$ cat config.mk
export PLATFORM = sky130hd
export DESIGN_NAME = sw_test_bus_snoop_flat
export DESIGN_NICKNAME = d
export VERILOG_FILES = /design/src/rtl/sw_test_snoop_pkg.sv /design/src/rtl/sw_test_bus_snoop_if.sv /design/src/rtl/sw_test_snoop_fifo.sv /design/src/rtl/sw_test_bus_snoop.sv /design/src/flat_wrapper.sv
export SDC_FILE = /design/constraint.sdc
export NUM_CORES = 1
export LEC_CHECK = 0
export CORE_MARGIN = 1.5
export CORE_UTILIZATION = 45
export DETAILED_ROUTE_END_ITERATION = 6
export DONT_BUFFER_PORTS = 1
export GPL_TIMING_DRIVEN = 1
export PLACE_DENSITY = 0.57
export SYNTH_ARGS = -nofsm -noshare
export SYNTH_HDL_FRONTEND = slang
export SYNTH_SLANG_ARGS = --single-unit
$ cat constraint.sdc
create_clock -name clk_i -period 3.03 [get_ports clk_i]
set_input_delay 0.7575 -clock clk_i [delete_from_list [all_inputs] [get_ports clk_i]]
set_output_delay 0.7575 -clock clk_i [all_outputs]
set_load 0.03 [all_outputs]
$ cat src/rtl/sw_test_snoop_pkg.sv
// ---------------------------------------------------------------------------
// sw_test_snoop_pkg
// Shared types and constants for the data-bus snoop that feeds
// sw_test_status_if with qualified writes.
//   entry_t      : one in-flight request as remembered by the tracker
//   QualMask     : byte enables that must both be set for a forwarded write
//   is_qualified : write && both low byte lanes enabled
// ---------------------------------------------------------------------------
package sw_test_snoop_pkg;

  // Tracker entries always carry a 32-bit address; the snoop supports
  // AddrWidth up to this value.
  localparam int EntryAddrWidth = 32;

  localparam logic [1:0] QualMask = 2'b11;

  typedef struct packed {
    logic                      qual;
    logic [EntryAddrWidth-1:0] addr;
    logic [15:0]               data;
  } entry_t;

  function automatic logic is_qualified(input logic write, input logic [1:0] mask_lo);
    return write && ((mask_lo & QualMask) == QualMask);
  endfunction

endpackage

$ cat src/rtl/sw_test_bus_snoop_if.sv
// ---------------------------------------------------------------------------
// sw_test_bus_snoop_if
// Core data-bus request (a_*) and response (d_*) channels.
//   master  : requester view (drives a_* and d_ready)
//   slave   : responder view (drives a_ready and d_*)
//   monitor : passive observer, every signal is an input
// ---------------------------------------------------------------------------
interface sw_test_bus_snoop_if #(
  parameter int AddrWidth = 32
) ();

  logic                 a_valid;
  logic                 a_ready;
  logic                 a_write;
  logic [AddrWidth-1:0] a_addr;
  logic [31:0]          a_data;
  logic [3:0]           a_mask;
  logic                 d_valid;
  logic                 d_ready;
  logic                 d_error;

  modport master (
    output a_valid, a_write, a_addr, a_data, a_mask, d_ready,
    input  a_ready, d_valid, d_error
  );

  modport slave (
    input  a_valid, a_write, a_addr, a_data, a_mask, d_ready,
    output a_ready, d_valid, d_error
  );

  modport monitor (
    input a_valid, a_ready, a_write, a_addr, a_data, a_mask,
    input d_valid, d_ready, d_error
  );

endinterface

$ cat src/rtl/sw_test_snoop_fifo.sv
// ---------------------------------------------------------------------------
// sw_test_snoop_fifo
// In-order tracker of outstanding bus requests (synchronous FIFO of entry_t).
//   clk_i, rst_ni : clock, asynchronous active-low reset
//   push, din     : enqueue din (ignored when full unless popping this cycle)
//   pop           : dequeue head (ignored when empty)
//   dout          : current head entry, valid while !empty
//   full, empty   : occupancy flags
//   count         : occupancy, one bit wider than the pointers
// Depth must be a power of two and at least 2 so pointers wrap naturally.
// ---------------------------------------------------------------------------
module sw_test_snoop_fifo
  import sw_test_snoop_pkg::*;
#(
  parameter int Depth = 4
) (
  input  logic                   clk_i,
  input  logic                   rst_ni,
  input  logic                   push,
  input  entry_t                 din,
  input  logic                   pop,
  output entry_t                 dout,
  output logic                   full,
  output logic                   empty,
  output logic [$clog2(Depth):0] count
);

  localparam int PtrWidth = $clog2(Depth);
  localparam int CntWidth = PtrWidth + 1;

  logic [PtrWidth-1:0] wr_ptr_reg, wr_ptr_next;
  logic [PtrWidth-1:0] rd_ptr_reg, rd_ptr_next;
  logic [CntWidth-1:0] count_reg, count_next;
  logic                do_push, do_pop;

  entry_t mem [Depth];

  assign empty = (count_reg == '0);
  assign full  = (count_reg == CntWidth'(Depth));
  assign count = count_reg;
  assign dout  = mem[rd_ptr_reg];

  // A pop frees the slot a same-cycle push needs, so full only blocks a push
  // when nothing leaves.
  assign do_pop  = pop && !empty;
  assign do_push = push && (!full || do_pop);

  always_comb begin
    wr_ptr_next = wr_ptr_reg;
    rd_ptr_next = rd_ptr_reg;
    count_next  = count_reg;
    if (do_push) wr_ptr_next = wr_ptr_reg + 1'b1;
    if (do_pop)  rd_ptr_next = rd_ptr_reg + 1'b1;
    case ({do_push, do_pop})
      2'b10:   count_next = count_reg + CntWidth'(1);
      2'b01:   count_next = count_reg - CntWidth'(1);
      default: count_next = count_reg;
    endcase
  end

  always_ff @(posedge clk_i or negedge rst_ni) begin
    if (!rst_ni) begin
      wr_ptr_reg <= '0;
      rd_ptr_reg <= '0;
      count_reg  <= '0;
    end else begin
      wr_ptr_reg <= wr_ptr_next;
      rd_ptr_reg <= rd_ptr_next;
      count_reg  <= count_next;
    end
  end

  // Storage needs no reset: a slot is only read after it has been written.
  for (genvar gi = 0; gi < Depth; gi++) begin : g_slot
    always_ff @(posedge clk_i) begin
      if (do_push && (wr_ptr_reg == PtrWidth'(gi))) begin
        mem[gi] <= din;
      end
    end
  end

endmodule

$ cat src/rtl/sw_test_bus_snoop.sv
// ---------------------------------------------------------------------------
// sw_test_bus_snoop
// Passive monitor of the core data bus. Every accepted request is tracked in
// order; when its response is accepted without error and the request was a
// write with both low byte lanes enabled, a one-cycle write strobe is issued
// the following cycle.
//   clk_i, rst_ni  : clock, asynchronous active-low reset
//   bus            : request/response channels (monitor modport, inputs only)
//   wr_valid       : qualified write strobe
//   addr, data     : address and a_data[15:0] of the last qualified write
//   outstanding_o  : number of in-flight requests
//   overflow_o     : sticky, request dropped because the tracker was full
//   underflow_o    : sticky, response seen with no tracked request
// All outputs are registered.
// ---------------------------------------------------------------------------
module sw_test_bus_snoop
  import sw_test_snoop_pkg::*;
#(
  parameter int AddrWidth      = 32,
  parameter int MaxOutstanding = 4
) (
  input  logic                            clk_i,
  input  logic                            rst_ni,
  sw_test_bus_snoop_if.monitor            bus,
  output logic                            wr_valid,
  output logic [AddrWidth-1:0]            addr,
  output logic [15:0]                     data,
  output logic [$clog2(MaxOutstanding):0] outstanding_o,
  output logic                            overflow_o,
  output logic                            underflow_o
);

  logic a_hs, d_hs;
  logic fifo_push, fifo_pop, fifo_full, fifo_empty;
  entry_t push_entry, head;

  logic                 wr_valid_reg, wr_valid_next;
  logic [AddrWidth-1:0] addr_reg, addr_next;
  logic [15:0]          data_reg, data_next;
  logic                 overflow_reg, overflow_next;
  logic                 underflow_reg, underflow_next;

  // Upper data and mask lanes never influence the forwarded stream.
  logic unused_bits;
  assign unused_bits = ^{bus.a_data[31:16], bus.a_mask[3:2]};

  assign a_hs = bus.a_valid && bus.a_ready;
  assign d_hs = bus.d_valid && bus.d_ready;

  // Reads are tracked as well so each response lines up with its request.
  assign push_entry = '{
    qual: is_qualified(bus.a_write, bus.a_mask[1:0]),
    addr: EntryAddrWidth'(bus.a_addr),
    data: bus.a_data[15:0]
  };

  assign fifo_pop  = d_hs && !fifo_empty;
  assign fifo_push = a_hs && (!fifo_full || fifo_pop);

  sw_test_snoop_fifo #(
    .Depth (MaxOutstanding)
  ) u_fifo (
    .clk_i (clk_i),
    .rst_ni(rst_ni),
    .push  (fifo_push),
    .din   (push_entry),
    .pop   (fifo_pop),
    .dout  (head),
    .full  (fifo_full),
    .empty (fifo_empty),
    .count (outstanding_o)
  );

  always_comb begin
    wr_valid_next  = fifo_pop && head.qual && !bus.d_error;
    addr_next      = addr_reg;
    data_next      = data_reg;
    if (wr_valid_next) begin
      addr_next = head.addr[AddrWidth-1:0];
      data_next = head.data;
    end
    overflow_next  = overflow_reg  || (a_hs && fifo_full && !fifo_pop);
    underflow_next = underflow_reg || (d_hs && fifo_empty);
  end

  always_ff @(posedge clk_i or negedge rst_ni) begin
    if (!rst_ni) begin
      wr_valid_reg  <= 1'b0;
      addr_reg      <= '0;
      data_reg      <= '0;
      overflow_reg  <= 1'b0;
      underflow_reg <= 1'b0;
    end else begin
      wr_valid_reg  <= wr_valid_next;
      addr_reg      <= addr_next;
      data_reg      <= data_next;
      overflow_reg  <= overflow_next;
      underflow_reg <= underflow_next;
    end
  end

  assign wr_valid    = wr_valid_reg;
  assign addr        = addr_reg;
  assign data        = data_reg;
  assign overflow_o  = overflow_reg;
  assign underflow_o = underflow_reg;

endmodule
$ cat src/flat_wrapper.sv
// flat-port wrapper written by rule: the top's interface ports become plain ports
module sw_test_bus_snoop_flat import sw_test_snoop_pkg::*;
#(
  parameter int AddrWidth      = 32,
  parameter int MaxOutstanding = 4
)
  (clk_i, rst_ni, wr_valid, addr, data, outstanding_o, overflow_o, underflow_o, bus_a_valid, bus_a_ready, bus_a_write, bus_a_addr, bus_a_data, bus_a_mask, bus_d_valid, bus_d_ready, bus_d_error);
  sw_test_bus_snoop_if #(.AddrWidth(AddrWidth)) bus_i ();
  input  logic clk_i;
  input  logic rst_ni;
  output logic wr_valid;
  output logic [AddrWidth-1:0] addr;
  output logic [15:0] data;
  output logic [$clog2(MaxOutstanding):0] outstanding_o;
  output logic overflow_o;
  output logic underflow_o;
  input wire logic [$bits(bus_i.a_valid)-1:0] bus_a_valid;
  input wire logic [$bits(bus_i.a_ready)-1:0] bus_a_ready;
  input wire logic [$bits(bus_i.a_write)-1:0] bus_a_write;
  input wire logic [$bits(bus_i.a_addr)-1:0] bus_a_addr;
  input wire logic [$bits(bus_i.a_data)-1:0] bus_a_data;
  input wire logic [$bits(bus_i.a_mask)-1:0] bus_a_mask;
  input wire logic [$bits(bus_i.d_valid)-1:0] bus_d_valid;
  input wire logic [$bits(bus_i.d_ready)-1:0] bus_d_ready;
  input wire logic [$bits(bus_i.d_error)-1:0] bus_d_error;
  assign bus_i.a_valid = bus_a_valid;
  assign bus_i.a_ready = bus_a_ready;
  assign bus_i.a_write = bus_a_write;
  assign bus_i.a_addr = bus_a_addr;
  assign bus_i.a_data = bus_a_data;
  assign bus_i.a_mask = bus_a_mask;
  assign bus_i.d_valid = bus_d_valid;
  assign bus_i.d_ready = bus_d_ready;
  assign bus_i.d_error = bus_d_error;
  sw_test_bus_snoop #(.AddrWidth(AddrWidth), .MaxOutstanding(MaxOutstanding)) u_core (.clk_i(clk_i), .rst_ni(rst_ni), .bus(bus_i), .wr_valid(wr_valid), .addr(addr), .data(data), .outstanding_o(outstanding_o), .overflow_o(overflow_o), .underflow_o(underflow_o));
endmodule
# After elaboration in Yosys (flattened, before gate mapping)
# Memory sizes are Yosys's and may differ from the RTL's.
# Index checks and enable logic that the tools add are counted.
# totals
regBits	58
ramBits	196
out_inout_bits	54
mem_count	1
# memory_table
memory	words	word_bits	rd	rd_clocked_by_memory_dff	wr	line	text
u_core.u_fifo.mem	4	49	1	0	1	sw_test_snoop_fifo.sv:36	entry_t mem [Depth];
# classes
addsub	4
n_eq_ne	7
muxes	18
reduce_logical	30
# op_table
operator	count
$mux 49	3
$reduce_or 49->1	3
$logic_and 1x1->1	16
$mux 1	11
$eq 2x2->1 const B	4
$mux 2	3
$pmux 3 s2	1
$add 2x1->2 const B	2
$eq 2x1->1 const B	2
$logic_not 1->1	4
$logic_or 1x1->1	4
$add 3x1->3 const B	1
$eq 3x3->1 const B	1
$logic_not 3->1	1
$sub 3x1->3 const B	1
$logic_not 2->1	1
$reduce_bool 2->1	1

# Logic depth before layout (Yosys ltp)
# Gate-level depths: netlist of the first run.
# depth
word_depth	13
ltp_mapped	9
depth_no_buf	9

# Cells and area by module
# From an unflattened synthesis of the first run, not the netlist that was laid out.
# unflattened
hier_cells	407
hier_area_um2	9401.5
# by_module_without_submodules
module	instances	cells_per_inst	area_each_um2	seq_area_each_um2
sw_test_snoop_fifo	1	295	7480.9	6060.8
sw_test_bus_snoop	1	112	1920.6	1276.2

# Worst setup path before layout of the first run
# OpenSTA, ideal clock, no wires.
# synth_path
path_type	input to register
start	input bus_d_valid
end	memory u_core.u_fifo.mem[2][0] in the netlist's numbering (enable)
setup_time_ns	0.412
arrival_time_ns	2.445
t_required_ns	2.618
slack_ns	0.174
path_stages	3
cell_sequence	nand2_1 a31oi_1 and2_1
# synth_via
elab_chain_len	12
elab_cells_between_ends	28
classes_between	mux: 14; reduce/logical: 14
# synth_lines
item	line	text
from (decl)	flat_wrapper.sv:23	input wire logic [$bits(bus_i.d_valid)-1:0] bus_d_valid;
$logic_and 1x1->1 (*)	sw_test_bus_snoop.sv:48	assign d_hs = bus.d_valid && bus.d_ready;
$logic_and 1x1->1 (*)	sw_test_bus_snoop.sv:57	assign fifo_pop = d_hs && !fifo_empty;
$logic_or 1x1->1 / $logic_and 1x1->1 (equally long branches)	sw_test_bus_snoop.sv:58, sw_test_snoop_fifo.sv:45	
$logic_and 1x1->1 / $logic_or 1x1->1 (equally long branches)	sw_test_bus_snoop.sv:58, sw_test_snoop_fifo.sv:46	
$logic_and 1x1->1 (*)	sw_test_snoop_fifo.sv:46	assign do_push = push && (!full || do_pop);
$logic_and 1x1->1	sw_test_snoop_fifo.sv:76	if (do_push && (wr_ptr_reg == PtrWidth'(gi))) begin
$mux 1	sw_test_snoop_fifo.sv:76	
$mux 1 (not written as such)	sw_test_snoop_fifo.sv:77	mem[gi] <= din;
$reduce_or 49->1 (no source line)	--	
$mux 2 (no source line) / $mux 1 (equally long branches) (3 in a row)	--	
to (decl)	sw_test_snoop_fifo.sv:36	
# Every way passes the cells marked *; elsewhere a longest branch is shown, timed or not.

# Final worst setup path of the first run
# layout_path
start	register u_core.u_fifo.count_reg[0], in the netlist u_core.u_fifo.count[0]
end	memory u_core.u_fifo.mem[1][21] in the netlist's numbering (enable)
# layout_via
elab_chain_len	13
elab_cells_between_ends	31
classes_between	eq/ne: 1; mux: 14; reduce/logical: 16
# layout_lines
item	line	text
from (decl)	sw_test_snoop_fifo.sv:33	logic [CntWidth-1:0] count_reg, count_next;
from (signal assigned)	sw_test_snoop_fifo.sv:69	count_reg <= count_next;
$logic_not 3->1	sw_test_snoop_fifo.sv:38	assign empty = (count_reg == '0);
$logic_not 1->1	sw_test_snoop_fifo.sv:45, sw_test_bus_snoop.sv:57	
$logic_and 1x1->1	sw_test_bus_snoop.sv:57	
$logic_or 1x1->1 / $logic_and 1x1->1 (equally long branches)	sw_test_bus_snoop.sv:58, sw_test_snoop_fifo.sv:45	
$logic_and 1x1->1 / $logic_or 1x1->1 (equally long branches)	sw_test_bus_snoop.sv:58, sw_test_snoop_fifo.sv:46	
$logic_and 1x1->1 (*)	sw_test_snoop_fifo.sv:46	
$logic_and 1x1->1	sw_test_snoop_fifo.sv:76	
$mux 1	sw_test_snoop_fifo.sv:76	
$mux 1 (not written as such)	sw_test_snoop_fifo.sv:77	
$reduce_or 49->1 (no source line)	--	
$mux 2 (no source line) / $mux 1 (equally long branches) (3 in a row)	--	
# Marked as above.

==> impl_results.html, run 1 <==
<table>
<tr><th>Metric</th><th>Value</th></tr>
<tr><th colspan="2">Final layout</th></tr>
<tr><td>Area taken by multi-input logic gates</td><td>1950 um2</td></tr>
<tr><td>Nets@finish</td><td>around 500</td></tr>
<tr><td>Area added between synthesis and finish</td><td>12.7%</td></tr>
<tr><td>Final Instance Count excl. Fillers</td><td>around 720</td></tr>
<tr><td>Number of fillers in the final layout</td><td>about 1.6k</td></tr>
<tr><td>Max FFs per register</td><td>a little under 200</td></tr>
<tr><td>Layout cell share with drive strength beyond 1</td><td>34.2%</td></tr>
<tr><td>Storage cell area</td><td>about 7300 um2</td></tr>
<tr><td>Antenna Diode Count</td><td>0</td></tr>
<tr><th colspan="2">CTS</th></tr>
<tr><td>Worst-Skew Late Latency</td><td>roughly 0.52 ns</td></tr>
<tr><td>Sinks on Clock Net</td><td>approximately 250</td></tr>
<tr><td>Number of buffers inserted to repair setup after CTS</td><td>0</td></tr>
<tr><td>Number of clock buffers inserted by TritonCTS</td><td>26</td></tr>
<tr><td>H-tree depth</td><td>1</td></tr>
<tr><td>Clock slew seen by the registers of the worst setup and hold paths</td><td>0.06 ns</td></tr>
<tr><td>TritonCTS clock tree</td><td>built</td></tr>
<tr><td>Clock tree root driver cell</td><td>sky130_fd_sc_hd__clkbuf_16</td></tr>
<tr><td>Maximum root-to-sink buffer count</td><td>3</td></tr>
<tr><th colspan="2">Job</th></tr>
<tr><td>Count of max-cap constraint violations</td><td>0</td></tr>
<tr><th colspan="2">Synth</th></tr>
<tr><td>Predominant post-synthesis flop cell</td><td>sky130_fd_sc_hd__edfxtp_1</td></tr>
<tr><td>Unique cell type count in the Yosys netlist</td><td>27</td></tr>
<tr><td>Post-synthesis area per instance</td><td>23.2 um2</td></tr>
<tr><td>Net count after synthesis</td><td>between 400 and 500</td></tr>
<tr><td>Post-synthesis register bit count</td><td>about 250</td></tr>
<tr><td>Synth Instances</td><td>406</td></tr>
<tr><td>Most repeated cell in the gate-level netlist after synthesis</td><td>sky130_fd_sc_hd__edfxtp_1</td></tr>
<tr><td>Fraction of synthesized cell area taken by the top area cell type</td><td>between 60 and 70%</td></tr>
<tr><td>Yosys top cell by area</td><td>sky130_fd_sc_hd__edfxtp_1</td></tr>
<tr><td>Post-synth EDFFs</td><td>196</td></tr>
<tr><td>Yosys warns</td><td>0</td></tr>
<tr><td>Fraction of the yosys area taken by sequential cells</td><td>77.9%</td></tr>
<tr><td>Share of flip-flops with an asynchronous set or reset</td><td>22.8%</td></tr>
<tr><td>Synth top cells by count</td><td>sky130_fd_sc_hd__edfxtp_1 (196), sky130_fd_sc_hd__dfrtp_1 (58), sky130_fd_sc_hd__mux4_2 (49), sky130_fd_sc_hd__mux2_2 (40), sky130_fd_sc_hd__mux2_4 (9)</td></tr>
<tr><td>Synth top area cells</td><td>sky130_fd_sc_hd__edfxtp_1 (62%), sky130_fd_sc_hd__dfrtp_1 (15%), sky130_fd_sc_hd__mux4_2 (12%)</td></tr>
<tr><td>Cell area after synthesis</td><td>9420 um2</td></tr>
<tr><th colspan="2">Placement</th></tr>
<tr><td>Count of port buffers added during placement</td><td>0</td></tr>
<tr><td>RD Place Congestion</td><td>approximately 0.7</td></tr>
<tr><td>Detailed Place HPWL</td><td>between 8000 and 9000 um</td></tr>
<tr><td>Cell total after placement</td><td>670</td></tr>
<tr><td>Post-placement setup slack</td><td>0.587 ns</td></tr>
<tr><th colspan="2">Detailed routing</th></tr>
<tr><td>Number of iterations in the first detailed-routing pass</td><td>4</td></tr>
<tr><td>Routed metal-1 wire length</td><td>between 6000 and 7000 um</td></tr>
<tr><td>Amount of wire on met3 after detailed routing</td><td>~1200 um</td></tr>
<tr><td>Total via count in the routed design</td><td>slightly below 4k</td></tr>
<tr><td>Max Used Layer</td><td>met4</td></tr>
<tr><td>Initial DRC Count</td><td>about 180</td></tr>
<tr><td>Drt drc</td><td>0</td></tr>
<tr><td>Sum of routed wire length over all layers</td><td>16500 um</td></tr>
<tr><td>Via-to-Cell Ratio</td><td>5.38</td></tr>
<tr><td>Routed len/inst</td><td>between 20 and 25 um</td></tr>
<tr><td>Detail Route Antenna Nets</td><td>0</td></tr>
<tr><td>Detailed-routed wire length on met2</td><td>~8200 um</td></tr>
<tr><th colspan="2">GRT</th></tr>
<tr><td>Global-route congestion overflow total</td><td>0</td></tr>
<tr><td>Largest net degree at the start of global routing</td><td>59</td></tr>
<tr><td>Vias in the first global route</td><td>roughly 4.3k</td></tr>
<tr><td>Global-route usage over all layers</td><td>~16%</td></tr>
<tr><td>Global-route wire length before repair</td><td>25400 um</td></tr>
<tr><td>Number of antenna violations at the first check in global routing</td><td>0</td></tr>
<tr><th colspan="2">Setup path</th></tr>
<tr><td>Req. time, crit path</td><td>3.18 ns</td></tr>
<tr><td>Startpoint of the worst-slack reg-to-reg timing path</td><td>u_core.u_fifo.count[0]</td></tr>
<tr><td>Reg2Reg Setup Slack</td><td>approximately 0.70 ns</td></tr>
<tr><td>Data arrival time of the worst path</td><td>between 2 and 2.5 ns</td></tr>
<tr><td>Cell count of the worst reg-to-reg path</td><td>4</td></tr>
<tr><td>Classification of the worst setup path</td><td>flip-flop to flip-flop</td></tr>
<tr><td>Critical path peak fanout</td><td>30</td></tr>
<tr><td>Capturing point of the worst reg2reg path</td><td>u_core.u_fifo.mem[1][21]</td></tr>
<tr><td>Worst Setup Start Kind</td><td>flip-flop</td></tr>
<tr><td>CP Capture Type</td><td>flip-flop</td></tr>
<tr><th colspan="2">Status</th></tr>
<tr><td>Result of the run</td><td>complete, no violations</td></tr>
<tr><th colspan="2">Timing</th></tr>
<tr><td>Final Hold Vio Count</td><td>0</td></tr>
<tr><td>RSZ-0062 raised after global routing</td><td>no</td></tr>
<tr><td>Maximum clock frequency</td><td>roughly 430 MHz</td></tr>
<tr><td>Worst slew slack as a fraction of its limit</td><td>45.7%</td></tr>
<tr><td>Count of final max-slew check failures</td><td>0</td></tr>
<tr><td>Final setup slack of the worst path</td><td>~0.7 ns</td></tr>
<tr><td>Setup TNS</td><td>0 ns</td></tr>
<tr><td>Total setup violations reported at the end of the flow</td><td>0</td></tr>
<tr><td>Share of the clock period used by the worst path</td><td>between 70% and 80%</td></tr>
<tr><td>Measured slew at the worst slew-check pin</td><td>0.815 ns</td></tr>
<tr><td>Clock period minus final worst setup slack</td><td>between 2 and 2.5 ns</td></tr>
<tr><td>Clock Skew</td><td>0.00886 ns</td></tr>
<tr><th colspan="2">Floorplan</th></tr>
<tr><td>Count of pins on the block boundary</td><td>130</td></tr>
<tr><td>Floorplan core area</td><td>about 20000 um2</td></tr>
<tr><td>Number of cell rows</td><td>52</td></tr>
<tr><td>Die X</td><td>roughly 150 um</td></tr>
<tr><td>Starting utilization of the core area</td><td>~46%</td></tr>
<tr><td>Full die area</td><td>between 20000 and 25000 um2</td></tr>
<tr><td>Die Y-Extent</td><td>148 um</td></tr>
<tr><th colspan="2">Power and ir drop</th></tr>
<tr><td>Total Power</td><td>10.5 mW</td></tr>
<tr><td>Total power per unit cell area</td><td>slightly below 1000 nW/um2</td></tr>
<tr><td>Maximum vdd drop</td><td>about 0.57 mV</td></tr>
<tr><td>Static leakage</td><td>~3.7 nW</td></tr>
<tr><th colspan="2">Hold path</th></tr>
<tr><td>Path type of the worst min-delay path</td><td>primary input to asynchronous set/reset pin</td></tr>
</table>
## logic make-up after synthesis
family	after synthesis	synth area share [%]
muxes	99	18.0
DFF	254	77.9
xor gates and xnor gates	6	0.558
and+or+nand+nor	12	0.797
adders and majority gates	6	0.877
AOI/OAI and AO/OA	4	0.345
buffers and inverters	25	1.51
## critical path, cell delays in order (launching register included)
cell                      delay (ns)
sky130_fd_sc_hd__dfrtp_1        0.61
sky130_fd_sc_hd__nor2_1         0.10
sky130_fd_sc_hd__a31oi_1        0.54
sky130_fd_sc_hd__and2_2         0.26
sky130_fd_sc_hd__buf_4          0.42
## per-stage QoR
stage               instance area, um2  utilization [%]  hold WS (ns)
finish                           10600             52.1         0.125
global route                     10600             52.1         0.123
CTS                              10600             52.1         0.123
detailed placement                9760             47.9         0.464
global placement                  9760             47.9         0.464
floorplan                         9420                -         0.462
## cell type report
type	instances	share of cell area (%)
clock buffer	40	7.20
timing repair buffer	12	1.27
multi-input combinational	127	18.3
sequential	254	69.2
tap	270	3.18
inverter	8	0.283
clock inverter	7	0.542
## cell usage in the layout, fill, tap and decap left out, types with 2 or more instances in the layout
cell                        netlist  routed
sky130_fd_sc_hd__and2_2           0       4
sky130_fd_sc_hd__buf_12           1       2
sky130_fd_sc_hd__buf_4            3       9
sky130_fd_sc_hd__clkbuf_1         3       9
sky130_fd_sc_hd__clkbuf_16        0      27
sky130_fd_sc_hd__clkbuf_8         0       4
sky130_fd_sc_hd__clkinv_1         0       2
sky130_fd_sc_hd__clkinv_2         0       4
sky130_fd_sc_hd__dfrtp_1         58      56
sky130_fd_sc_hd__edfxtp_1       196     196
sky130_fd_sc_hd__ha_1             5       5
sky130_fd_sc_hd__inv_1            8       8
sky130_fd_sc_hd__mux2_2          40      40
sky130_fd_sc_hd__mux2_4           9       9
sky130_fd_sc_hd__mux4_2          49      49
sky130_fd_sc_hd__nand2_1          3       3
sky130_fd_sc_hd__nor2_1           2       2
sky130_fd_sc_hd__xnor2_1          3       3
sky130_fd_sc_hd__xor2_1           3       3
## worst max-delay path by stage
stage	startpoint	endpoint	slack [ns]	cells past startpoint
5_1_grt	u_core.u_fifo.count[0]	u_core.u_fifo.count[2]	0.51	9
3_5_place_dp	bus_d_valid	u_core.u_fifo.mem[1][28]	0.59	4
3_3_place_gp	bus_d_valid	u_core.u_fifo.mem[3][28]	0.65	4
2_1_floorplan	bus_d_valid	u_core.u_fifo.mem[2][0]	0.17	3
4_1_cts	u_core.u_fifo.count[0]	u_core.u_fifo.mem[1][21]	0.65	4
6_report	u_core.u_fifo.count[0]	u_core.u_fifo.mem[1][21]	0.70	4
## what timing repair did
item | 4_1_cts | 5_1_grt
hold buffers | 1 | 0
hold endpoints to repair | 58 | 0
gates resized for setup | 0 | 0
## where the power goes
| part | leakage [nW] | switching, mW | internal [mW] |
|---|---|---|---|
| Clock | 0.405 | 1.22 | 1.81 |
| Sequential | 2.47 | 1.08 | 4.44 |
| Combinational | 0.833 | 0.870 | 1.07 |
## metal layers
metal  vias to the layer above  GRT usage, %
met4                         0          4.10
met2                        98          26.7
met5                         -             0
li1                       1684             -
met3                        26          5.22
met1                      2056          19.7
Note: power is estimated with default switching activity, not from simulation.
==> run 2: changes to the inputs <==
--- a/config.mk
+++ b/config.mk
@@ -10,7 +10,7 @@
 export DETAILED_ROUTE_END_ITERATION = 6
 export DONT_BUFFER_PORTS = 1
 export GPL_TIMING_DRIVEN = 1
-export PLACE_DENSITY = 0.57
+export PLACE_DENSITY = 0.59
 export SYNTH_ARGS = -nofsm -noshare
 export SYNTH_HDL_FRONTEND = slang
 export SYNTH_SLANG_ARGS = --single-unit
==> constraint.sdc (replaced) <==
create_clock -name clk_i -period 2.1 [get_ports clk_i]
set_input_delay 0.525 -clock clk_i [delete_from_list [all_inputs] [get_ports clk_i]]
set_output_delay 0.525 -clock clk_i [all_outputs]
set_load 0.03 [all_outputs]
==> run 2 against run 1 <==
Global-route usage grew 0.35 points. Clock-buffer cell count shrank 9. Register-to-register slack lost 0.50 ns. First-iteration DRC count shrank 21%. Critical path type unchanged. Via count grew 2.1%. Largest power group unchanged.
==> impl_results.html, run 2 (synthesized netlist as in run 1, its figures left out) <==
<table>
<tr><th>Metric</th><th>Value</th></tr>
<tr><th colspan="2">Timing</th></tr>
<tr><td>Count of final max-slew check failures</td><td>0</td></tr>
<tr><td>Clock period minus final worst setup slack</td><td>~1.9 ns</td></tr>
<tr><td>Setup TNS</td><td>0 ns</td></tr>
<tr><td>Share of the clock period used by the worst path</td><td>between 90 and 100%</td></tr>
<tr><td>Clock Skew</td><td>around 0.0075 ns</td></tr>
<tr><td>Worst slew slack as a fraction of its limit</td><td>between 70% and 80%</td></tr>
<tr><td>Maximum clock frequency</td><td>~530 MHz</td></tr>
<tr><td>Final Hold Vio Count</td><td>0</td></tr>
<tr><td>Total setup violations reported at the end of the flow</td><td>0</td></tr>
<tr><td>Measured slew at the worst slew-check pin</td><td>0.369 ns</td></tr>
<tr><td>RSZ-0062 raised after global routing</td><td>no</td></tr>
<tr><th colspan="2">Final layout</th></tr>
<tr><td>Area added between synthesis and finish</td><td>15.7%</td></tr>
<tr><td>Max FFs per register</td><td>~200</td></tr>
<tr><td>Leading cell types in the layout, fill and taps excluded</td><td>sky130_fd_sc_hd__edfxtp_1 (196), sky130_fd_sc_hd__dfrtp_1 (56), sky130_fd_sc_hd__mux4_2 (49)</td></tr>
<tr><td>Layout cell share with drive strength beyond 1</td><td>35.3%</td></tr>
<tr><td>Core utilization of the finished layout</td><td>53.5%</td></tr>
<tr><td>Antenna Diode Count</td><td>0</td></tr>
<tr><td>Leading cell type in the layout, fill and taps excluded</td><td>sky130_fd_sc_hd__edfxtp_1</td></tr>
<tr><td>Nets@finish</td><td>521</td></tr>
<tr><td>Final Instance Count excl. Fillers</td><td>729</td></tr>
<tr><th colspan="2">Setup path</th></tr>
<tr><td>Cell count of the worst reg-to-reg path</td><td>9</td></tr>
<tr><td>Worst Setup Start Kind</td><td>flip-flop</td></tr>
<tr><td>Capturing point of the worst reg2reg path</td><td>u_core.u_fifo.count[2]</td></tr>
<tr><td>Critical path peak fanout</td><td>5</td></tr>
<tr><td>Data arrival time of the worst path</td><td>2.34 ns</td></tr>
<tr><td>Critical path's largest stage delay</td><td>between 0.4 and 0.5 ns</td></tr>
<tr><td>Classification of the worst setup path</td><td>flip-flop to flip-flop</td></tr>
<tr><td>CP Capture Type</td><td>flip-flop</td></tr>
<tr><td>Worst-path cell with the longest stage delay</td><td>sky130_fd_sc_hd__dfrtp_1</td></tr>
<tr><td>Critical path cell sequence</td><td>nor2_1 -&gt; a31oi_1 -&gt; inv_1 -&gt; ha_1 -&gt; inv_1 -&gt; fa_1 -&gt; xor2_1 -&gt; nor2_1 -&gt; xor2_1</td></tr>
<tr><td>Reg2Reg Setup Slack</td><td>a little under 0.2 ns</td></tr>
<tr><td>Startpoint of the worst-slack reg-to-reg timing path</td><td>u_core.u_fifo.count[0]</td></tr>
<tr><td>Req. time, crit path</td><td>~2.5 ns</td></tr>
<tr><th colspan="2">Placement</th></tr>
<tr><td>Cell total after placement</td><td>slightly below 700</td></tr>
<tr><td>Count of port buffers added during placement</td><td>0</td></tr>
<tr><td>Detailed Place HPWL</td><td>around 9400 um</td></tr>
<tr><td>RD Place Congestion</td><td>approximately 0.69</td></tr>
<tr><th colspan="2">Detailed routing</th></tr>
<tr><td>Via-to-Cell Ratio</td><td>around 5.4</td></tr>
<tr><td>Drt drc</td><td>0</td></tr>
<tr><td>Initial DRC Count</td><td>~150</td></tr>
<tr><td>Sum of routed wire length over all layers</td><td>16700 um</td></tr>
<tr><td>Number of iterations in the first detailed-routing pass</td><td>6</td></tr>
<tr><td>Detail Route Antenna Nets</td><td>0</td></tr>
<tr><td>Routed len/inst</td><td>between 20 and 25 um</td></tr>
<tr><td>Total via count in the routed design</td><td>between 3k and 4k</td></tr>
<tr><th colspan="2">GRT</th></tr>
<tr><td>Global-route congestion overflow total</td><td>0</td></tr>
<tr><td>Global-route wire length before repair</td><td>around 26000 um</td></tr>
<tr><td>Number of antenna violations at the first check in global routing</td><td>0</td></tr>
<tr><td>Global-route usage over all layers</td><td>between 10% and 20%</td></tr>
<tr><td>Largest net degree at the start of global routing</td><td>just under 60</td></tr>
<tr><td>Vias in the first global route</td><td>around 4.5k</td></tr>
<tr><th colspan="2">Power and ir drop</th></tr>
<tr><td>Maximum vdd drop</td><td>about 0.90 mV</td></tr>
<tr><td>Static leakage</td><td>about 3.8 nW</td></tr>
<tr><td>Total power per unit cell area</td><td>approximately 1500 nW/um2</td></tr>
<tr><td>Total Power</td><td>between 15 and 20 mW</td></tr>
<tr><th colspan="2">Floorplan</th></tr>
<tr><td>Starting utilization of the core area</td><td>46.3%</td></tr>
<tr><td>Number of cell rows</td><td>52</td></tr>
<tr><td>Die X</td><td>~150 um</td></tr>
<tr><td>Floorplan core area</td><td>around 20000 um2</td></tr>
<tr><td>Die Y-Extent</td><td>around 150 um</td></tr>
<tr><td>Full die area</td><td>21800 um2</td></tr>
<tr><td>Count of pins on the block boundary</td><td>130</td></tr>
<tr><th colspan="2">Hold path</th></tr>
<tr><td>Worst hold path depth</td><td>0</td></tr>
<tr><td>Worst hold path endpoint</td><td>u_core.u_fifo.mem[0][3]</td></tr>
<tr><td>Startpoint of the tightest hold check path</td><td>bus_a_data[3]</td></tr>
<tr><td>Path type of the worst min-delay path</td><td>primary input to flip-flop</td></tr>
<tr><th colspan="2">CTS</th></tr>
<tr><td>Clock slew seen by the registers of the worst setup and hold paths</td><td>~0.060 ns</td></tr>
<tr><td>Maximum root-to-sink buffer count</td><td>3</td></tr>
<tr><td>TritonCTS clock tree</td><td>built</td></tr>
<tr><td>Number of buffers inserted to repair setup after CTS</td><td>0</td></tr>
<tr><td>Worst-Skew Late Latency</td><td>0.52 ns</td></tr>
<tr><td>Sinks on Clock Net</td><td>~250</td></tr>
<tr><td>Clock tree root driver cell</td><td>sky130_fd_sc_hd__clkbuf_16</td></tr>
<tr><td>Number of clock buffers inserted by TritonCTS</td><td>27</td></tr>
<tr><td>H-tree depth</td><td>1</td></tr>
<tr><th colspan="2">Status</th></tr>
<tr><td>Result of the run</td><td>complete, no violations</td></tr>
<tr><th colspan="2">Job</th></tr>
<tr><td>Count of max-cap constraint violations</td><td>0</td></tr>
</table>
## run 2: cell types whose count changed in the layout (fill, tap and decap cells not counted), moves of 4 or more
cell	before	now
sky130_fd_sc_hd__buf_12	2	11
sky130_fd_sc_hd__bufinv_16	1	6
sky130_fd_sc_hd__clkbuf_1	9	4
sky130_fd_sc_hd__clkbuf_8	4	0
sky130_fd_sc_hd__clkinv_1	2	8
## run 2: stage by stage
step	instance area, um2	hold WS, ns	setup WS [ns]
3_5_place_dp	9940	0.231	0.156
6_report	10900	0.0986	0.198
2_1_floorplan	9430	0.229	-0.107
3_3_place_gp	9940	0.231	0.208
5_1_grt	10900	0.0715	0.0121
4_1_cts	10900	0.0743	0.196
## run 2: timing repair
action / in CTS / in global routing
endpoints found under the setup margin: 0 / 0
gates resized for setup: 0 / 0
hold buffers: 2 / 0
endpoints found under the hold margin: 58 / 0
## run 2: worst max-delay path: cells and delay by family, from the launching register on
kind | cells | cell delay [ns]
xor+xnor | 2 | 0.31
fa+ha+maj | 2 | 0.54
compound gates | 1 | 0.14
buf+inv | 2 | 0.14
flops | 1 | 0.43
simple gates | 2 | 0.27
## run 2: area by class of cell
type	count	area, um2
clock inverter	18	233
fill	1551	9470
timing repair buffer	21	318
tap	270	338
multi-input combinational	127	1950
clock buffer	31	691
inverter	8	30.0
sequential	254	7340
## run 2: power breakdown
group / switching (mW) / internal (mW) / total [mW] / leakage (nW)
clock network: 1.83 / 3.07 / 4.90 / 0.447
registers: 1.49 / 6.41 / 7.89 / 2.47
logic: 1.35 / 1.69 / 3.04 / 0.907
## run 2: layer usage
metal  vias to the layer above  routed length, um  global-route usage [%]
met3                        32               1360                    5.49
li1                       1711                  -                       -
met4                         0                392                    4.15
met2                       109               8550                    27.8
met5                         -                  0                       0
met1                      2092               6430                    19.5
## run 2: how the worst max path moves through the flow
stage | from | to | slack (ns) | depth (start not counted)
global route | u_core.u_fifo.count[0] | u_core.u_fifo.count[2] | 0.01 | 9
floorplan | u_core.u_fifo.count[0] | u_core.u_fifo.mem[0][0] | -0.11 | 3
global placement | bus_d_valid | u_core.u_fifo.count[2] | 0.21 | 9
finish | u_core.u_fifo.count[0] | u_core.u_fifo.count[2] | 0.20 | 9
detailed placement | bus_d_valid | u_core.u_fifo.count[2] | 0.16 | 9
CTS | u_core.u_fifo.count[0] | u_core.u_fifo.count[2] | 0.20 | 9
==> run 3: changes to the inputs <==
--- a/config.mk
+++ b/config.mk
@@ -5,6 +5,7 @@
 export SDC_FILE = /design/constraint.sdc
 export NUM_CORES = 1
 export LEC_CHECK = 0
+export ABC_AREA = 1
 export CORE_MARGIN = 1.5
 export CORE_UTILIZATION = 45
 export DETAILED_ROUTE_END_ITERATION = 6
==> constraint.sdc (replaced) <==
create_clock -name clk_i -period 1.6 [get_ports clk_i]
set_input_delay 0.4 -clock clk_i [delete_from_list [all_inputs] [get_ports clk_i]]
set_output_delay 0.4 -clock clk_i [all_outputs]
set_load 0.03 [all_outputs]
==> run 3 against run 2 <==
The run now ends with negative setup slack left. Sequential share of layout area is 12 points lower. Global-route usage is 2.7 points higher. Hold slack worse by 0.033 ns. Utilization is 3.1 points higher. Flip-flop and latch count stayed put. Critical path depth is 1 lower. Final area is 21% higher. Combinational power is 120% higher. Synthesized cell count grew to 2.5 times the previous value. Clock-buffer cell count is 2 higher.
==> impl_results.html, run 3 <==
<table>
<tr><th>Metric</th><th>Value</th></tr>
<tr><th colspan="2">Status</th></tr>
<tr><td>Result of the run</td><td>finished, violations left</td></tr>
<tr><td>Violated checks</td><td>negative setup slack</td></tr>
<tr><th colspan="2">Synth</th></tr>
<tr><td>Synth Instances</td><td>between 1k and 1.5k</td></tr>
<tr><td>Fraction of the yosys area taken by sequential cells</td><td>between 60% and 70%</td></tr>
<tr><td>Fraction of synthesized cell area taken by the top area cell type</td><td>~55%</td></tr>
<tr><td>Post-synthesis register bit count</td><td>about 250</td></tr>
<tr><td>Yosys warns</td><td>0</td></tr>
<tr><td>Net count after synthesis</td><td>~1.1k</td></tr>
<tr><td>Share of flip-flops with an asynchronous set or reset</td><td>22.8%</td></tr>
<tr><td>Most repeated cell in the gate-level netlist after synthesis</td><td>sky130_fd_sc_hd__nand2_1</td></tr>
<tr><td>Post-synthesis area per instance</td><td>slightly above 10 um2</td></tr>
<tr><td>Cell area after synthesis</td><td>between 10000 and 15000 um2</td></tr>
<tr><td>Synth top area cells</td><td>sky130_fd_sc_hd__edfxtp_1 (55%), sky130_fd_sc_hd__dfrtp_1 (14%), sky130_fd_sc_hd__nand2_1 (12%)</td></tr>
<tr><td>Unique cell type count in the Yosys netlist</td><td>22</td></tr>
<tr><td>Post-synth EDFFs</td><td>a little under 200</td></tr>
<tr><td>Yosys top cell by area</td><td>sky130_fd_sc_hd__edfxtp_1</td></tr>
<tr><td>Synth top cells by count</td><td>sky130_fd_sc_hd__nand2_1 (346), sky130_fd_sc_hd__inv_1 (210), sky130_fd_sc_hd__edfxtp_1 (196), sky130_fd_sc_hd__nand3_1 (148), sky130_fd_sc_hd__dfrtp_1 (58)</td></tr>
<tr><td>Predominant post-synthesis flop cell</td><td>sky130_fd_sc_hd__edfxtp_1</td></tr>
<tr><th colspan="2">Detailed routing</th></tr>
<tr><td>Via-to-Cell Ratio</td><td>around 4.7</td></tr>
<tr><td>Total via count in the routed design</td><td>between 6k and 7k</td></tr>
<tr><td>Sum of routed wire length over all layers</td><td>~24000 um</td></tr>
<tr><td>Number of iterations in the first detailed-routing pass</td><td>4</td></tr>
<tr><td>Detail Route Antenna Nets</td><td>0</td></tr>
<tr><td>Routed len/inst</td><td>16.4 um</td></tr>
<tr><td>Initial DRC Count</td><td>between 300 and 400</td></tr>
<tr><td>Drt drc</td><td>0</td></tr>
<tr><th colspan="2">Setup path</th></tr>
<tr><td>CP Capture Type</td><td>flip-flop</td></tr>
<tr><td>Classification of the worst setup path</td><td>flip-flop to flip-flop</td></tr>
<tr><td>Worst path buffer plus inverter count</td><td>5</td></tr>
<tr><td>Data arrival time of the worst path</td><td>around 1.9 ns</td></tr>
<tr><td>Critical path cell sequence</td><td>buf_6 -&gt; nand3_4 -&gt; nand2_4 -&gt; buf_4 -&gt; buf_12 -&gt; nor2_4 -&gt; buf_12 -&gt; clkbuf_16</td></tr>
<tr><td>Crit path top cell by count</td><td>sky130_fd_sc_hd__buf_12</td></tr>
<tr><td>Family of cells with the greatest summed delay on the critical path</td><td>buffers and inverters</td></tr>
<tr><td>Req. time, crit path</td><td>roughly 1.8 ns</td></tr>
<tr><td>Worst Setup Start Kind</td><td>flip-flop</td></tr>
<tr><td>Worst-path cell with the longest stage delay</td><td>sky130_fd_sc_hd__dfrtp_2</td></tr>
<tr><td>Critical path peak fanout</td><td>8</td></tr>
<tr><td>Critical path's largest stage delay</td><td>approximately 0.40 ns</td></tr>
<tr><th colspan="2">Timing</th></tr>
<tr><td>Measured slew at the worst slew-check pin</td><td>0.462 ns</td></tr>
<tr><td>Clock period minus final worst setup slack</td><td>approximately 1.7 ns</td></tr>
<tr><td>Final setup slack of the worst path</td><td>-0.102 ns</td></tr>
<tr><td>RSZ-0062 raised after global routing</td><td>yes</td></tr>
<tr><td>Worst slew slack as a fraction of its limit</td><td>between 60% and 70%</td></tr>
<tr><td>Share of the clock period used by the worst path</td><td>106%</td></tr>
<tr><td>Maximum clock frequency</td><td>~590 MHz</td></tr>
<tr><td>Final Hold Vio Count</td><td>0</td></tr>
<tr><td>Total setup violations reported at the end of the flow</td><td>~180</td></tr>
<tr><td>Setup TNS</td><td>-11.65 ns</td></tr>
<tr><td>Worst hold-check slack</td><td>~0.066 ns</td></tr>
<tr><td>Clock Skew</td><td>0.0156 ns</td></tr>
<tr><td>Count of final max-slew check failures</td><td>0</td></tr>
<tr><th colspan="2">GRT</th></tr>
<tr><td>Global-route usage over all layers</td><td>a little under a fifth</td></tr>
<tr><td>GR met3 Demand/Resource</td><td>3.49%</td></tr>
<tr><td>Met1 usage</td><td>between 20% and 30%</td></tr>
<tr><td>Global-route congestion overflow total</td><td>0</td></tr>
<tr><td>Busiest layer in global routing</td><td>met2</td></tr>
<tr><td>Largest net degree at the start of global routing</td><td>59</td></tr>
<tr><td>Global-route wire length before repair</td><td>around 36000 um</td></tr>
<tr><td>Number of antenna violations at the first check in global routing</td><td>0</td></tr>
<tr><td>Vias in the first global route</td><td>6699</td></tr>
<tr><td>Met2 usage in global routing</td><td>approximately 32%</td></tr>
<tr><th colspan="2">Placement</th></tr>
<tr><td>Detailed Place HPWL</td><td>around 13000 um</td></tr>
<tr><td>Standard cell area after detailed placement</td><td>approximately 11000 um2</td></tr>
<tr><td>Post-placement setup slack</td><td>-0.124 ns</td></tr>
<tr><td>Count of port buffers added during placement</td><td>0</td></tr>
<tr><td>RD Place Congestion</td><td>a little over 0.7</td></tr>
<tr><td>Cell total after placement</td><td>around 1.3k</td></tr>
<tr><th colspan="2">Power and ir drop</th></tr>
<tr><td>Part of the total power dissipated in sequential elements</td><td>~45%</td></tr>
<tr><td>Static leakage</td><td>a little over 6 nW</td></tr>
<tr><td>Combinational group share of total power</td><td>29.6%</td></tr>
<tr><td>Total power per unit cell area</td><td>approximately 1700 nW/um2</td></tr>
<tr><td>Switching share of power</td><td>approximately 37%</td></tr>
<tr><td>Maximum vdd drop</td><td>around 1 mV</td></tr>
<tr><td>Total net switching power</td><td>~8.4 mW</td></tr>
<tr><td>Total Power</td><td>22.4 mW</td></tr>
<tr><td>Portion of total power attributed to the clock network</td><td>between 20% and 30%</td></tr>
<tr><td>Internal power</td><td>about 14 mW</td></tr>
<tr><th colspan="2">CTS</th></tr>
<tr><td>H-tree depth</td><td>1</td></tr>
<tr><td>Number of clock buffers inserted by TritonCTS</td><td>27</td></tr>
<tr><td>Sinks on Clock Net</td><td>between 200 and 300</td></tr>
<tr><td>Clock slew seen by the registers of the worst setup and hold paths</td><td>0.06 ns</td></tr>
<tr><td>Maximum root-to-sink buffer count</td><td>3</td></tr>
<tr><td>Worst-Skew Late Latency</td><td>0.53 ns</td></tr>
<tr><td>TritonCTS clock tree</td><td>built</td></tr>
<tr><td>Clock tree root driver cell</td><td>sky130_fd_sc_hd__clkbuf_16</td></tr>
<tr><th colspan="2">Floorplan</th></tr>
<tr><td>Die Y-Extent</td><td>157 um</td></tr>
<tr><td>Number of cell rows</td><td>56</td></tr>
<tr><td>Starting utilization of the core area</td><td>a little under half</td></tr>
<tr><td>Full die area</td><td>around 25000 um2</td></tr>
<tr><td>Die X</td><td>157 um</td></tr>
<tr><td>Count of pins on the block boundary</td><td>130</td></tr>
<tr><td>Floorplan core area</td><td>between 20000 and 25000 um2</td></tr>
<tr><th colspan="2">Final layout</th></tr>
<tr><td>Layout cell share with drive strength beyond 1</td><td>10.7%</td></tr>
<tr><td>Final Instance Count excl. Fillers</td><td>between 1k and 1.5k</td></tr>
<tr><td>Leading cell types in the layout, fill and taps excluded</td><td>sky130_fd_sc_hd__nand2_1 (345), sky130_fd_sc_hd__inv_1 (209), sky130_fd_sc_hd__edfxtp_1 (196)</td></tr>
<tr><td>Core utilization of the finished layout</td><td>56.6%</td></tr>
<tr><td>Max FFs per register</td><td>between 150 and 200</td></tr>
<tr><td>Antenna Diode Count</td><td>0</td></tr>
<tr><td>Nets@finish</td><td>around 1.2k</td></tr>
<tr><td>Leading cell type in the layout, fill and taps excluded</td><td>sky130_fd_sc_hd__nand2_1</td></tr>
<tr><td>Final instance area</td><td>approximately 13000 um2</td></tr>
<tr><td>Area added between synthesis and finish</td><td>24.2%</td></tr>
<tr><th colspan="2">Job</th></tr>
<tr><td>Count of max-cap constraint violations</td><td>0</td></tr>
<tr><th colspan="2">Hold path</th></tr>
<tr><td>Path type of the worst min-delay path</td><td>primary input to flip-flop</td></tr>
</table>
[run 3: layer usage]
| metal | vias to the layer above | share of wire (%) |
|---|---|---|
| met3 | 29 | 5.0 |
| met5 | - | 0 |
| met1 | 3229 | 44 |
| met4 | 0 | 2.0 |
| li1 | 3442 | - |
| met2 | 156 | 49 |
[run 3: kinds of logic after synthesis]
| kind of cell | share of synthesized area (%) |
|---|---|
| xor+xnor | 0.330 |
| fa+ha+maj | 0.777 |
| buf+inv | 9.78 |
| flops | 69.0 |
| simple gates | 19.7 |
| compound gates | 0.376 |
[run 3: layout make-up]
| type | count | area (um2) |
|---|---|---|
| fillers | 1937 | 10100 |
| flip-flops and latches | 254 | 7350 |
| multi-input cells | 522 | 2350 |
| repair buffers | 114 | 1520 |
| inverters | 212 | 798 |
| clock buffers | 33 | 698 |
| well taps | 319 | 399 |
| clock inverters | 16 | 95.1 |
[run 3: what timing repair did]
action | CTS | global route
pin swaps | 4 | 4
hold buffers | 50 | 0
buffers inserted | 2 | 5
gates cloned | 1 | 14
endpoints found under the setup margin | 131 | 135
endpoints found under the hold margin | 250 | 0
resized for setup | 5 | 16
[run 3: worst paths after layout]
check / start / endpoint / slack (ns) / cells past startpoint
worst min register to register: u_core.u_fifo.wr_ptr_reg[1] / u_core.u_fifo.wr_ptr_reg[1] / 0.63 / 2
worst max-delay path: u_core.u_fifo.count[2] / u_core.u_fifo.mem[1][9] / -0.10 / 8
min in group asynchronous: rst_ni / u_core.addr[5] / 0.43 / 2
max in group asynchronous: rst_ni / u_core.u_fifo.rd_ptr_reg[0] / 0.87 / 2
worst max register to register: u_core.u_fifo.count[2] / u_core.u_fifo.mem[1][9] / -0.10 / 8
worst min-delay path: bus_a_ready / u_core.overflow_o / 0.07 / 2
[run 3: power groups by stage]
stage | registers, mW | logic, mW | clock network (mW)
after floorplan | 10.1 | 4.00 | 0
after global placement | 10.2 | 5.85 | 0
after detailed placement | 10.2 | 5.99 | 0
after CTS | 10.1 | 6.30 | 5.77
after global routing | 10.2 | 7.49 | 5.99
final | 10.1 | 6.62 | 5.63
